**src/rtl/gmii_pkg.sv**
```systemverilog
// Shared GMII TX constants, scheduler state encoding and a one-hot decode helper.
package gmii_pkg;

  localparam logic [7:0] GMII_PREAMBLE = 8'h55;
  localparam logic [7:0] GMII_SFD      = 8'hD5;

  typedef enum logic [2:0] {
    IDLE,
    PREAMBLE,
    SFD,
    DATA,
    DRAIN,
    IFG
  } tx_state_t;

  // Sized for the largest supported NUM_REQ (8); callers zero-extend the grant.
  function automatic logic [2:0] oh_to_idx(input logic [7:0] oh);
    logic [2:0] idx;
    idx = '0;
    for (int i = 0; i < 8; i++) begin
      if (oh[i]) idx = 3'(i);
    end
    return idx;
  endfunction

endpackage

```
**src/rtl/gmii_tx_scheduler_if.sv**
```systemverilog
// Per-source byte-stream handshake bundle feeding the GMII TX scheduler.
interface gmii_tx_scheduler_if #(
  parameter int NUM_REQ = 4
);
  logic [NUM_REQ-1:0][7:0] req_tdata;
  logic [NUM_REQ-1:0]      req_tvalid;
  logic [NUM_REQ-1:0]      req_tlast;
  logic [NUM_REQ-1:0]      req_tready;

  modport master (output req_tdata, req_tvalid, req_tlast, input req_tready);
  modport slave  (input req_tdata, req_tvalid, req_tlast, output req_tready);
endinterface

```
**src/rtl/rr_arbiter.sv**
```systemverilog
// Combinational round-robin pick: first asserted request at or after rr_ptr, cyclically.
module rr_arbiter #(
  parameter  int NUM_REQ = 4,
  localparam int PTR_W   = $clog2(NUM_REQ)
) (
  input  logic [NUM_REQ-1:0] req,
  input  logic [PTR_W-1:0]   rr_ptr,
  output logic [NUM_REQ-1:0] grant
);

  logic [NUM_REQ-1:0] req_rot;
  logic [NUM_REQ-1:0] gnt_rot;
  logic [NUM_REQ-1:0] req_unused;
  logic [NUM_REQ-1:0] gnt_unused;

  // Rotate so rr_ptr sits at bit 0, isolate the lowest set bit, rotate back.
  always_comb begin
    {req_unused, req_rot} = {req, req} >> rr_ptr;
    gnt_rot               = req_rot & (~req_rot + NUM_REQ'(1));
    {grant, gnt_unused}   = {gnt_rot, gnt_rot} << rr_ptr;
  end

endmodule

```
**src/rtl/gmii_tx_scheduler.sv**
```systemverilog
// Round-robin sharing of one GMII TX port among NUM_REQ frame sources, with
// preamble/SFD insertion, inter-frame gap and underrun signalling on gmiitxer.
module gmii_tx_scheduler
  import gmii_pkg::*;
#(
  parameter int NUM_REQ        = 4,
  parameter int PREAMBLE_BYTES = 7,
  parameter int IFG_BYTES      = 12
) (
  input  logic                 clk,
  input  logic                 reset,
  gmii_tx_scheduler_if.slave   src,
  output logic [NUM_REQ-1:0]   grant,
  output logic [7:0]           gmiitxd,
  output logic                 gmiitxen,
  output logic                 gmiitxer,
  output logic [15:0]          frame_cnt,
  output logic [15:0]          underrun_cnt
);

  localparam int PTR_W   = $clog2(NUM_REQ);
  localparam int MAX_CNT = (PREAMBLE_BYTES > IFG_BYTES) ? PREAMBLE_BYTES : IFG_BYTES;
  localparam int CNT_W   = $clog2(MAX_CNT + 1);

  tx_state_t          state;
  logic [PTR_W-1:0]   rr_ptr;
  logic [PTR_W-1:0]   gidx;
  logic [CNT_W-1:0]   cnt;
  logic [NUM_REQ-1:0] arb_gnt;
  logic [7:0]         sel_data;
  logic               sel_valid;
  logic               sel_last;

  rr_arbiter #(.NUM_REQ(NUM_REQ)) u_arb (
    .req    (src.req_tvalid),
    .rr_ptr (rr_ptr),
    .grant  (arb_gnt)
  );

  always_comb begin
    sel_data = '0;
    for (int i = 0; i < NUM_REQ; i++) begin
      if (grant[i]) sel_data = sel_data | src.req_tdata[i];
    end
    sel_valid = |(src.req_tvalid & grant);
    sel_last  = |(src.req_tlast & grant);
  end

  // Owner is the only source ever made ready, and only while its bytes are wanted.
  assign src.req_tready = (state == SFD || state == DATA || state == DRAIN) ? grant : '0;

  always_ff @(posedge clk) begin
    if (reset) begin
      state        <= IDLE;
      rr_ptr       <= '0;
      gidx         <= '0;
      grant        <= '0;
      cnt          <= '0;
      gmiitxd      <= 8'h00;
      gmiitxen     <= 1'b0;
      gmiitxer     <= 1'b0;
      frame_cnt    <= '0;
      underrun_cnt <= '0;
    end else begin
      gmiitxd  <= 8'h00;
      gmiitxen <= 1'b0;
      gmiitxer <= 1'b0;
      case (state)
        IDLE: begin
          if (|src.req_tvalid) begin
            grant    <= arb_gnt;
            gidx     <= PTR_W'(oh_to_idx(8'(arb_gnt)));
            cnt      <= CNT_W'(1);
            gmiitxd  <= GMII_PREAMBLE;
            gmiitxen <= 1'b1;
            state    <= PREAMBLE;
          end
        end
        PREAMBLE: begin
          gmiitxen <= 1'b1;
          if (cnt == CNT_W'(PREAMBLE_BYTES)) begin
            gmiitxd <= GMII_SFD;
            state   <= SFD;
          end else begin
            gmiitxd <= GMII_PREAMBLE;
            cnt     <= cnt + CNT_W'(1);
          end
        end
        SFD, DATA: begin
          gmiitxen <= 1'b1;
          if (sel_valid) begin
            gmiitxd <= sel_data;
            if (sel_last) begin
              frame_cnt <= frame_cnt + 16'd1;
              cnt       <= '0;
              state     <= IFG;
            end else begin
              state <= DATA;
            end
          end else begin
            // Source starved the wire: poison this cycle, then swallow the rest of the frame.
            gmiitxer <= 1'b1;
            if (underrun_cnt != 16'hFFFF) underrun_cnt <= underrun_cnt + 16'd1;
            state <= DRAIN;
          end
        end
        DRAIN: begin
          if (sel_valid && sel_last) begin
            cnt   <= '0;
            state <= IFG;
          end
        end
        IFG: begin
          // First IFG cycle still shows the final byte, hence counting 0..IFG_BYTES.
          if (cnt == CNT_W'(IFG_BYTES)) begin
            grant  <= '0;
            rr_ptr <= (gidx == PTR_W'(NUM_REQ - 1)) ? '0 : gidx + PTR_W'(1);
            state  <= IDLE;
          end else begin
            cnt <= cnt + CNT_W'(1);
          end
        end
        default: state <= IDLE;
      endcase
    end
  end

endmodule

```
**src/flat_wrapper.sv**
```systemverilog
// flat-port wrapper written by rule: the top's interface ports become plain ports
module gmii_tx_scheduler_flat import gmii_pkg::*;
#(
  parameter int NUM_REQ        = 4,
  parameter int PREAMBLE_BYTES = 7,
  parameter int IFG_BYTES      = 12
)
  (clk, reset, grant, gmiitxd, gmiitxen, gmiitxer, frame_cnt, underrun_cnt, src_req_tdata, src_req_tvalid, src_req_tlast, src_req_tready);
  gmii_tx_scheduler_if #(.NUM_REQ(NUM_REQ)) src_i ();
  input  logic clk;
  input  logic reset;
  output logic [NUM_REQ-1:0] grant;
  output logic [7:0] gmiitxd;
  output logic gmiitxen;
  output logic gmiitxer;
  output logic [15:0] frame_cnt;
  output logic [15:0] underrun_cnt;
  input wire logic [$bits(src_i.req_tdata)-1:0] src_req_tdata;
  input wire logic [$bits(src_i.req_tvalid)-1:0] src_req_tvalid;
  input wire logic [$bits(src_i.req_tlast)-1:0] src_req_tlast;
  output wire logic [$bits(src_i.req_tready)-1:0] src_req_tready;
  assign src_i.req_tdata = src_req_tdata;
  assign src_i.req_tvalid = src_req_tvalid;
  assign src_i.req_tlast = src_req_tlast;
  assign src_req_tready = src_i.req_tready;
  gmii_tx_scheduler #(.NUM_REQ(NUM_REQ), .PREAMBLE_BYTES(PREAMBLE_BYTES), .IFG_BYTES(IFG_BYTES)) u_core (.clk(clk), .reset(reset), .src(src_i), .grant(grant), .gmiitxd(gmiitxd), .gmiitxen(gmiitxen), .gmiitxer(gmiitxer), .frame_cnt(frame_cnt), .underrun_cnt(underrun_cnt));
endmodule
```
**config.mk**
```make
export PLATFORM = sky130hd
export DESIGN_NAME = gmii_tx_scheduler_flat
export DESIGN_NICKNAME = d
export VERILOG_FILES = /design/src/rtl/gmii_pkg.sv /design/src/rtl/gmii_tx_scheduler_if.sv /design/src/rtl/rr_arbiter.sv /design/src/rtl/gmii_tx_scheduler.sv /design/src/flat_wrapper.sv
export SDC_FILE = /design/constraint.sdc
export NUM_CORES = 1
export LEC_CHECK = 0
export ABC_AREA = 1
export CORE_MARGIN = 2
export CORE_UTILIZATION = 53
export DETAILED_ROUTE_END_ITERATION = 10
export PLACE_DENSITY = 0.91
export SLEW_MARGIN = 30
export SYNTH_ARGS = -nofsm -noshare
export SYNTH_HDL_FRONTEND = slang
export SYNTH_HIERARCHICAL = 1
export SYNTH_SLANG_ARGS = --single-unit
```
**constraint.sdc**
```tcl
create_clock -name clk -period 2.9 [get_ports clk]
set_input_delay 0.58 -clock clk [delete_from_list [all_inputs] [get_ports clk]]
set_output_delay 0.58 -clock clk [all_outputs]
set_load 0.005 [all_outputs]
```
After elaboration in Yosys (flattened, before gate mapping)
Index checks and enable logic that the tools add are counted.
{ "op_classes": {"n_bitwise": 9, "n_eq_ne": 17, "add_sub_neg": 5, "reduce_logical": 19, "muxes": 33, "shifts": 2} }
{ "op_table": {"columns": ["operator", "count"], "rows": [
  ["two-way mux 8 bit", 6],
  ["two-way mux 4 bit", 9],
  ["adder 16 x 1 -> 16 bit, second input constant", 2],
  ["bitwise OR 8 bit", 3],
  ["case mux 8 bit (3 select lines)", 1],
  ["case mux 4 bit (5 select lines)", 1],
  ["two-way mux 3 bit", 6],
  ["inequality test 16 bit, second input constant", 1],
  ["case mux 3 bit (5 select lines)", 1],
  ["bitwise AND 4 bit", 3],
  ["OR reduction 4 bit", 3],
  ["inequality test 2 x 1 -> 1 bit, second input constant", 5],
  ["AND reduction 3 bit", 3],
  ["adder 4 x 1 -> 4 bit, second input constant", 2],
  ["case mux 4 bit (2 select lines)", 1],
  ["<< shifter 8 x 2 -> 8 bit", 1],
  ["right shift 8 x 2 -> 4 bit", 1],
  ["two-way mux 7 bit", 1],
  ["AND reduction 7 bit", 1],
  ["equality test 3 x 2 -> 1 bit, second input constant", 2],
  ["equality test 3 bit, second input constant", 2],
  ["two-way mux 2 bit", 3],
  ["inequality test 2 bit, second input constant", 3],
  ["nonzero test 5 bit", 1],
  ["17 further kinds", 23]
]} }
{ "word_totals": {"out_inout_bits": 50, "inputBits": 42, "word_cells": 95, "register_bits": 57} }

Longest topological paths before layout
Gate-level depths: netlist of the first run.
{ "logic_depth": {"depth_word": 9, "ltp_mapped": 13, "mapped_depth_nobuf": 12} }

Hierarchy
Netlist of the first run, hierarchy kept.
{ "by_module_without_submodules": {"columns": ["mod", "area_per_inst_um2", "seq_area_each_um2", "cells_each", "instances"], "rows": [
  ["gmii_tx_scheduler", 3201.8, 1141.1, 481, 1],
  ["rr_arbiter", 276.5, 0.0, 51, 1]
]} }

Least setup slack after synthesis of the first run
No wires, ideal clock.
{ "synth_path": {"kind": "input port to flip-flop", "from": "in src_req_tvalid[1]", "to": "reg u_core.underrun_cnt[13]", "t_required_ns": 2.830, "stages": 10, "setup_slack_ns": 1.283, "path_buffers": 1, "t_arrival_ns": 1.547, "setup_ns": 0.070, "cell_sequence": "nand2_1 -> nand2_1 -> nor2_4 -> nand2_1 -> inv_2 -> nand2_4 -> inv_2 -> buf_6 -> nand2_1 -> a21oi_1"} }
{ "synth_between": {"elab_chain_len": 4} }
{ "synth_rtl": {"columns": ["element", "line", "rtl"], "rows": [
  ["start, declared", "flat_wrapper.sv:19", "input wire logic [$bits(src_i.req_tvalid)-1:0] src_req_tvalid;"],
  ["bitwise AND 4 bit", "gmii_tx_scheduler.sv:45", "sel_valid = |(src.req_tvalid & grant);"],
  ["OR reduction 4 bit", "gmii_tx_scheduler.sv:45", null],
  ["NOT 1 bit (no source line)", null, null],
  ["AND reduction 3 bit (no source line)", null, null],
  ["end signal, assigned", "gmii_tx_scheduler.sv:103", "if (underrun_cnt != 16'hFFFF) underrun_cnt <= underrun_cnt + 16'd1;"],
  ["end, declared", "gmii_tx_scheduler.sv:18", "output logic [15:0] underrun_cnt"]
]} }
No other way between the ends.
A chain may end at the register's enable or synchronous reset.

Worst setup path after layout of the first run
{ "layout_path": {"from": "reg u_core.state[0]", "to": "out src_req_tready[2]"} }
{ "layout_between": {"elab_chain_len": 4, "elab_cells_between_ends": 6, "classes_between": "eq/ne (3); mux (1); reduce/logical (2)"} }
{ "layout_rtl": {"columns": ["element", "line", "rtl"], "rows": [
  ["start, declared", "gmii_tx_scheduler.sv:25", "tx_state_t state;"],
  ["start signal, assigned", "gmii_tx_scheduler.sv:54", "state <= IDLE;"],
  ["start signal, assigned", "gmii_tx_scheduler.sv:76", "state <= PREAMBLE;"],
  ["start signal, assigned", "gmii_tx_scheduler.sv:83", "state <= SFD;"],
  ["equality test 3 x 2 -> 1 bit", "gmii_tx_scheduler.sv:50", "assign src.req_tready = (state == SFD || state == DATA || state == DRAIN) ? grant : '0;"],
  ["logical OR 1 bit", "gmii_tx_scheduler.sv:50", null],
  ["logical OR 1 bit (*)", "gmii_tx_scheduler.sv:50", null],
  ["two-way mux 4 bit (*)", "gmii_tx_scheduler.sv:50", null],
  ["end, declared", "flat_wrapper.sv:21", "output wire logic [$bits(src_i.req_tready)-1:0] src_req_tready;"]
]} }
Every way passes the cells marked *; elsewhere a longest branch is shown, timed or not.

==> results of run 1 <==
==> power breakdown <==
group | internal, W | switching (W) | leakage, nW | total, W
Clock | 0.000593 | 0.000315 | 0.120 | 0.000908
Sequential | 0.000872 | 0.000102 | 0.463 | 0.000973
Combinational | 0.000326 | 0.000445 | 1.24 | 0.000771
Total | 0.00179 | 0.000862 | 1.83 | 0.00265
==> state kept, by name, summed over array words and instances, names as in the netlist <==
signal and count:
u_core/rr_ptr 2, u_core/gmiitxd 8, u_core/state 3, u_core/gmiitxer 1, u_core/frame_cnt 16, u_core/gmiitxen 1, u_core/grant 4, u_core/underrun_cnt 16
u_core/gidx 2, u_core/cnt 4
==> per-layer routing <==
metal | global-route usage | routed length [µm]
met1 | 0.292 | 3750
met2 | 0.446 | 4490
met3 | 0.0759 | 537
met4 | 0.120 | 303
met5 | 0 | 0
==> through the flow <==
| stage | hold slack (ns) | cell area, µm² | std cells | total power, W | worst slack, ns |
|---|---|---|---|---|---|
| after floorplan | 0.455 | 3480 | 532 | 0.00148 | 1.28 |
| after global placement | 0.453 | 4390 | 685 | 0.00170 | 0.490 |
| after detailed placement | 0.465 | 4390 | 685 | 0.00174 | 0.371 |
| after CTS | 0.480 | 4630 | 701 | 0.00266 | 0.335 |
| after global routing | 0.498 | 4630 | 701 | 0.00281 | 0.174 |
| final | 0.476 | 4630 | 701 | 0.00265 | 0.340 |
==> synthesized netlist by cell type (6+ instances only) <==
master    instances
nand2_1         162
clkbuf_1          6
xor2_1           10
inv_1            54
a21oi_1          42
nand3_2           9
nand4_1          15
dfxtp_1          57
nor3_1           13
o21ai_0          20
nand3_1          29
nor2_1           54
inv_2             8
==> layout make-up <==
cell class | instances | share of cell area
inverter | 63 | 0.0521
clock inverter | 5 | 0.0221
timing repair buffer | 92 | 0.198
tap | 77 | 0.0208
clock buffer | 11 | 0.0305
multi-input combinational | 396 | 0.430
sequential | 57 | 0.246
==> path summary, 6_finish.rpt <==
check             cells past startpoint  slack (ns)                       to               startpoint
setup / recovery                      8        0.34        src_req_tready[2]          u_core/state[0]
hold / removal                        2        0.48  u_core/underrun_cnt[14]  u_core/underrun_cnt[14]
hold reg to reg                       2        0.48  u_core/underrun_cnt[14]  u_core/underrun_cnt[14]
setup reg to reg                      9        0.75      u_core/frame_cnt[4]          u_core/grant[2]
==> logic make-up (layout without fill, tap and decap cells) <==
logic type,after synthesis,in the layout
adder cells (fa/ha/maj),5,5
AO/OA/AOI/OAI,75,75
buffers and inverters,79,171
AND/OR/NAND/NOR,301,301
XOR/XNOR,15,15
flip-flops,57,57
==> worst max-delay path, cell delays in order, from the launching register on <==
cell and delay (ns):
dfxtp_1 0.40, nor2_2 0.18, inv_2 0.07, nor2_1 0.12
inv_1 0.07, nand2_1 0.07, inv_1 0.09, nor2_1 0.10
clkdlybuf4s50_1 0.52
==> out/results.ini, run 1 <==
[finish]
fillers=488
multi_input_area_um2=1990
drive_above_1_share=0.0865
final_common_cell=nand2_1
n_antenna_cell=0
nNetsFinal=666
seqCellArea_um2=1140
syn_to_final_growth_pct=33.2
final_cell_mix=162 x nand2_1, 91 x clkdlybuf4s50_1, 57 x dfxtp_1, 54 x inv_1, 54 x nor2_1
utilization=0.730

[timing]
fmax_ghz=0.391
fin_crit_sh=0.883
slew_headroom=0.569
worst_pin_slew_ns=0.647
setup_viol=0
rsz0062_at_grt=false
post-route-min-period_ns=2.56
skew_ns=0.00875
hold_viol_final=0
finalSetupTns_ns=0
slew_violations=0

[drt]
vias_per_cell=5.42
dr.first_iter.drc_count=275
drc=0
wl_mm=9.08
drtAntennaViolNets=0
vias=3802
routedWlPerCell_um=13.0
first_pass_iters=5

[logic_synthesis]
synth_edf_count=0
synth_cell_types=32
async_flop_share=0
synth_fa_ha_area_frac=0.0180
yosys-mux-area-fraction=0
synthesis.nets=579
yosys.area_share.xor_xnor=0.0378
yosysTopAreaCell=dfxtp_1
synth_top_cell_area_share=0.328
ys.flop_type=dfxtp_1
synth_area_leaders=dfxtp_1 33%, nand2_1 17%, a21oi_1 6.0%, inv_1 5.8%, nor2_1 5.8%
syn_avg_cell_area_um2=6.54
synth_warnings=6
synth_top_family_by_area=simple AND/OR/NAND/NOR gates
ys_seq_area_frac=0.328
synth_compound_area_frac=0.117
ys_seq_elements=57
synthCells=532
synthSimpleGateAreaFrac=0.400
netlist_area_um2=3480

[worst_setup_path]
cp.required_ns=2.32
worstPathMaxFanout=6
arrival_ns=1.98
start_kind=flip-flop
crit_type=flip-flop to primary output
end_kind=primary output

[floorplanning]
die_x_um=85.0
dieHeight_um=85.0
core_um2=6350
die-area_um2=7230
ios=92
row_count=29
start_util=0.548

[pwr]
ir_drop_v=0.000573
power.density_nw_per_um2=573
p_leak_nw=1.83

[cts]
clock_path_buffers=2
clk_latency_ns=0.34
clkTransAtPathRegs_ns=0.06
cts_buffers=9
cts_hold_buf=0
cts_tree=yes
h-tree-depth=3
clock_sinks=57
cts_resized=0
cts-root-buf=clkbuf_8
postCtsSetupBuffers=0

[grt]
first_global_vias=3574
grt.total_usage=0.258
grt_pass1_wl_mm=15.4
antenna_found_initial=0
grt_max_degree=35
overflow=0

[hold_path]
holdCritPathClass=flip-flop to flip-flop

[place]
dpl.hpwl_mm=6.57
gp_congestion=0.866
io_buffer_count=91

[run_status]
outcome=completed

[run]
cap_violations=0

(Power assumes the default switching activity.)
==> run 2, diff against run 1 <==
--- a/config.mk
+++ b/config.mk
@@ -10,8 +10,8 @@
 export CORE_UTILIZATION = 53
 export DETAILED_ROUTE_END_ITERATION = 10
 export PLACE_DENSITY = 0.91
+export SKIP_LAST_GASP = 1
 export SLEW_MARGIN = 30
 export SYNTH_ARGS = -nofsm -noshare
 export SYNTH_HDL_FRONTEND = slang
-export SYNTH_HIERARCHICAL = 1
 export SYNTH_SLANG_ARGS = --single-unit
==> out/results.ini, run 2 <==
[timing]
slew_violations=0
setup_viol=0
fin_crit_sh=0.869
hold_viol_final=0
worst_hold_slack_ns=0.505
fmax_ghz=0.397
skew_ns=0.0113
finalSetupTns_ns=0
rsz0062_at_grt=false
post-route-min-period_ns=2.52
worst_pin_slew_ns=0.555
slew_headroom=0.627

[drt]
drtAntennaViolNets=0
dr.first_iter.drc_count=257
vias_per_cell=5.48
routedWlPerCell_um=13.7
wl_mm=9.49
vias=3795
first_pass_iters=5
drc=0

[logic_synthesis]
synth_common_cells=123 x nand2_1, 71 x nor2_1, 66 x inv_1, 57 x dfxtp_1, 37 x nand3_1
netlist_area_um2=3440
synth_edf_count=0
synthCells=522
ys_seq_area_frac=0.332
synthesis.nets=569
synth_cell_types=38
ys.flop_type=dfxtp_1
ys_seq_elements=57
synth_area_leaders=dfxtp_1 33%, nand2_1 13%, nor2_1 7.8%, inv_1 7.2%, nand3_1 5.4%
synth_top_cell_area_share=0.332
syn_avg_cell_area_um2=6.59
yosysTopAreaCell=dfxtp_1
async_flop_share=0
synth_warnings=0
synth.most_common_cell=nand2_1

[finish]
final_common_cell=nand2_1
drive_above_1_share=0.0780
reg.largest.list=u_core.frame_cnt x16, u_core.underrun_cnt x16, u_core.gmiitxd x8
nNetsFinal=657
syn_to_final_growth_pct=32.7
utilization=0.723
n_antenna_cell=0
stdcell_count=692
final_cell_mix=123 x nand2_1, 91 x clkdlybuf4s50_1, 71 x nor2_1, 66 x inv_1, 57 x dfxtp_1

[floorplanning]
start_util=0.545
row_count=29
die-area_um2=7150
ios=92
core_um2=6310
dieHeight_um=84.5
die_x_um=84.5

[place]
gp_congestion=0.919
dpl.hpwl_mm=6.93
dp_cells=676
io_buffer_count=91

[cts]
clock_sinks=57
clk_latency_ns=0.35
postCtsSetupBuffers=0
cts_hold_buf=0
h-tree-depth=3
cts_tree=yes
cts_resized=0
clock_path_buffers=2
cts_buffers=9
cts-root-buf=clkbuf_8
clkTransAtPathRegs_ns=0.07

[grt]
antenna_found_initial=0
first_global_vias=3526
overflow=0
grt.total_usage=0.264
grt_max_degree=26
grt_pass1_wl_mm=15.6

[worst_setup_path]
crit_family=buffers and inverters
critical_path.max_stage_delay_ns=0.52
worstPathMaxFanout=5
rrSetupSlack_ns=0.85
start_kind=flip-flop
crit_type=flip-flop to primary output
path_buf_inv=4
arrival_ns=1.94
cp.required_ns=2.32
path_cells=nor2_1, inv_1, nor2_1, inv_1, nand2_1, inv_1, nor2_1, clkdlybuf4s50_1
end_kind=primary output
critPathSlowestCell=clkdlybuf4s50_1

[run_status]
outcome=completed

[pwr]
power.density_nw_per_um2=590
p_leak_nw=1.81
ir_drop_v=0.000394

[run]
cap_violations=0

[hold_path]
holdCritPathClass=flip-flop to flip-flop

[run 2: cell types whose count changed in the layout (fill, tap and decap cells not counted), sizes merged, moves of 4 or more]
cell | before | now
a21oi | 42 | 34
nand2 | 170 | 130
nor2 | 62 | 74
o21ai | 25 | 33
xor2 | 10 | 6
inv | 63 | 71
[run 2: cell families after synthesis]
group	synth area share
XOR/XNOR	0.0204
buffers and inverters	0.118
AO/OA/AOI/OAI	0.146
flip-flops	0.332
AND/OR/NAND/NOR	0.366
adder cells (fa/ha/maj)	0.0182
[run 2: area by class of cell]
| class | instances | area (µm²) |
|---|---|---|
| Multi-Input combinational cell | 377 | 1890 |
| Fill cell | 503 | 1750 |
| Sequential cell | 57 | 1140 |
| Timing Repair Buffer | 94 | 933 |
| Inverter | 71 | 269 |
| Clock buffer | 11 | 151 |
| Tap cell | 77 | 96.3 |
| Clock inverter | 5 | 77.6 |
[run 2: worst min-delay path: stages, from the launching register on]
cell     delay, ns
dfxtp_1       0.33
nand2_1       0.07
a21oi_1       0.06
[run 2: metrics by stage]
stage / instance area (µm²) / total power [W] / setup slack, ns
detailed placement: 4330 / 0.00183 / 0.490
CTS: 4560 / 0.00268 / 0.389
floorplan: 3440 / 0.00155 / 1.31
global placement: 4330 / 0.00180 / 0.608
global route: 4560 / 0.00285 / 0.262
finish: 4560 / 0.00269 / 0.379
[run 2: power breakdown]
part	switching, W	internal (W)
clock network	0.000336	0.000527
registers	0.000105	0.000876
logic	0.000482	0.000365
total	0.000923	0.00177
[run 2: per-layer routing]
layer / global-route usage / wire, µm / up-vias / part of all wire
met4: 0.117 / 204 / 0 / 0.021
met5: 0 / 0 / - / 0
met1: 0.326 / 4030 / 1776 / 0.42
met2: 0.452 / 4780 / 119 / 0.50
li1: - / - / 1877 / -
met3: 0.0442 / 481 / 23 / 0.051
[run 2: final timing paths]
check	start	end	cells after the start
worst max-delay path	u_core.state[1]	src_req_tready[1]	8
worst min-delay path	u_core.frame_cnt[3]	u_core.frame_cnt[4]	2
worst max register to register	u_core.grant[2]	u_core.frame_cnt[12]	9
worst min register to register	u_core.frame_cnt[3]	u_core.frame_cnt[4]	2
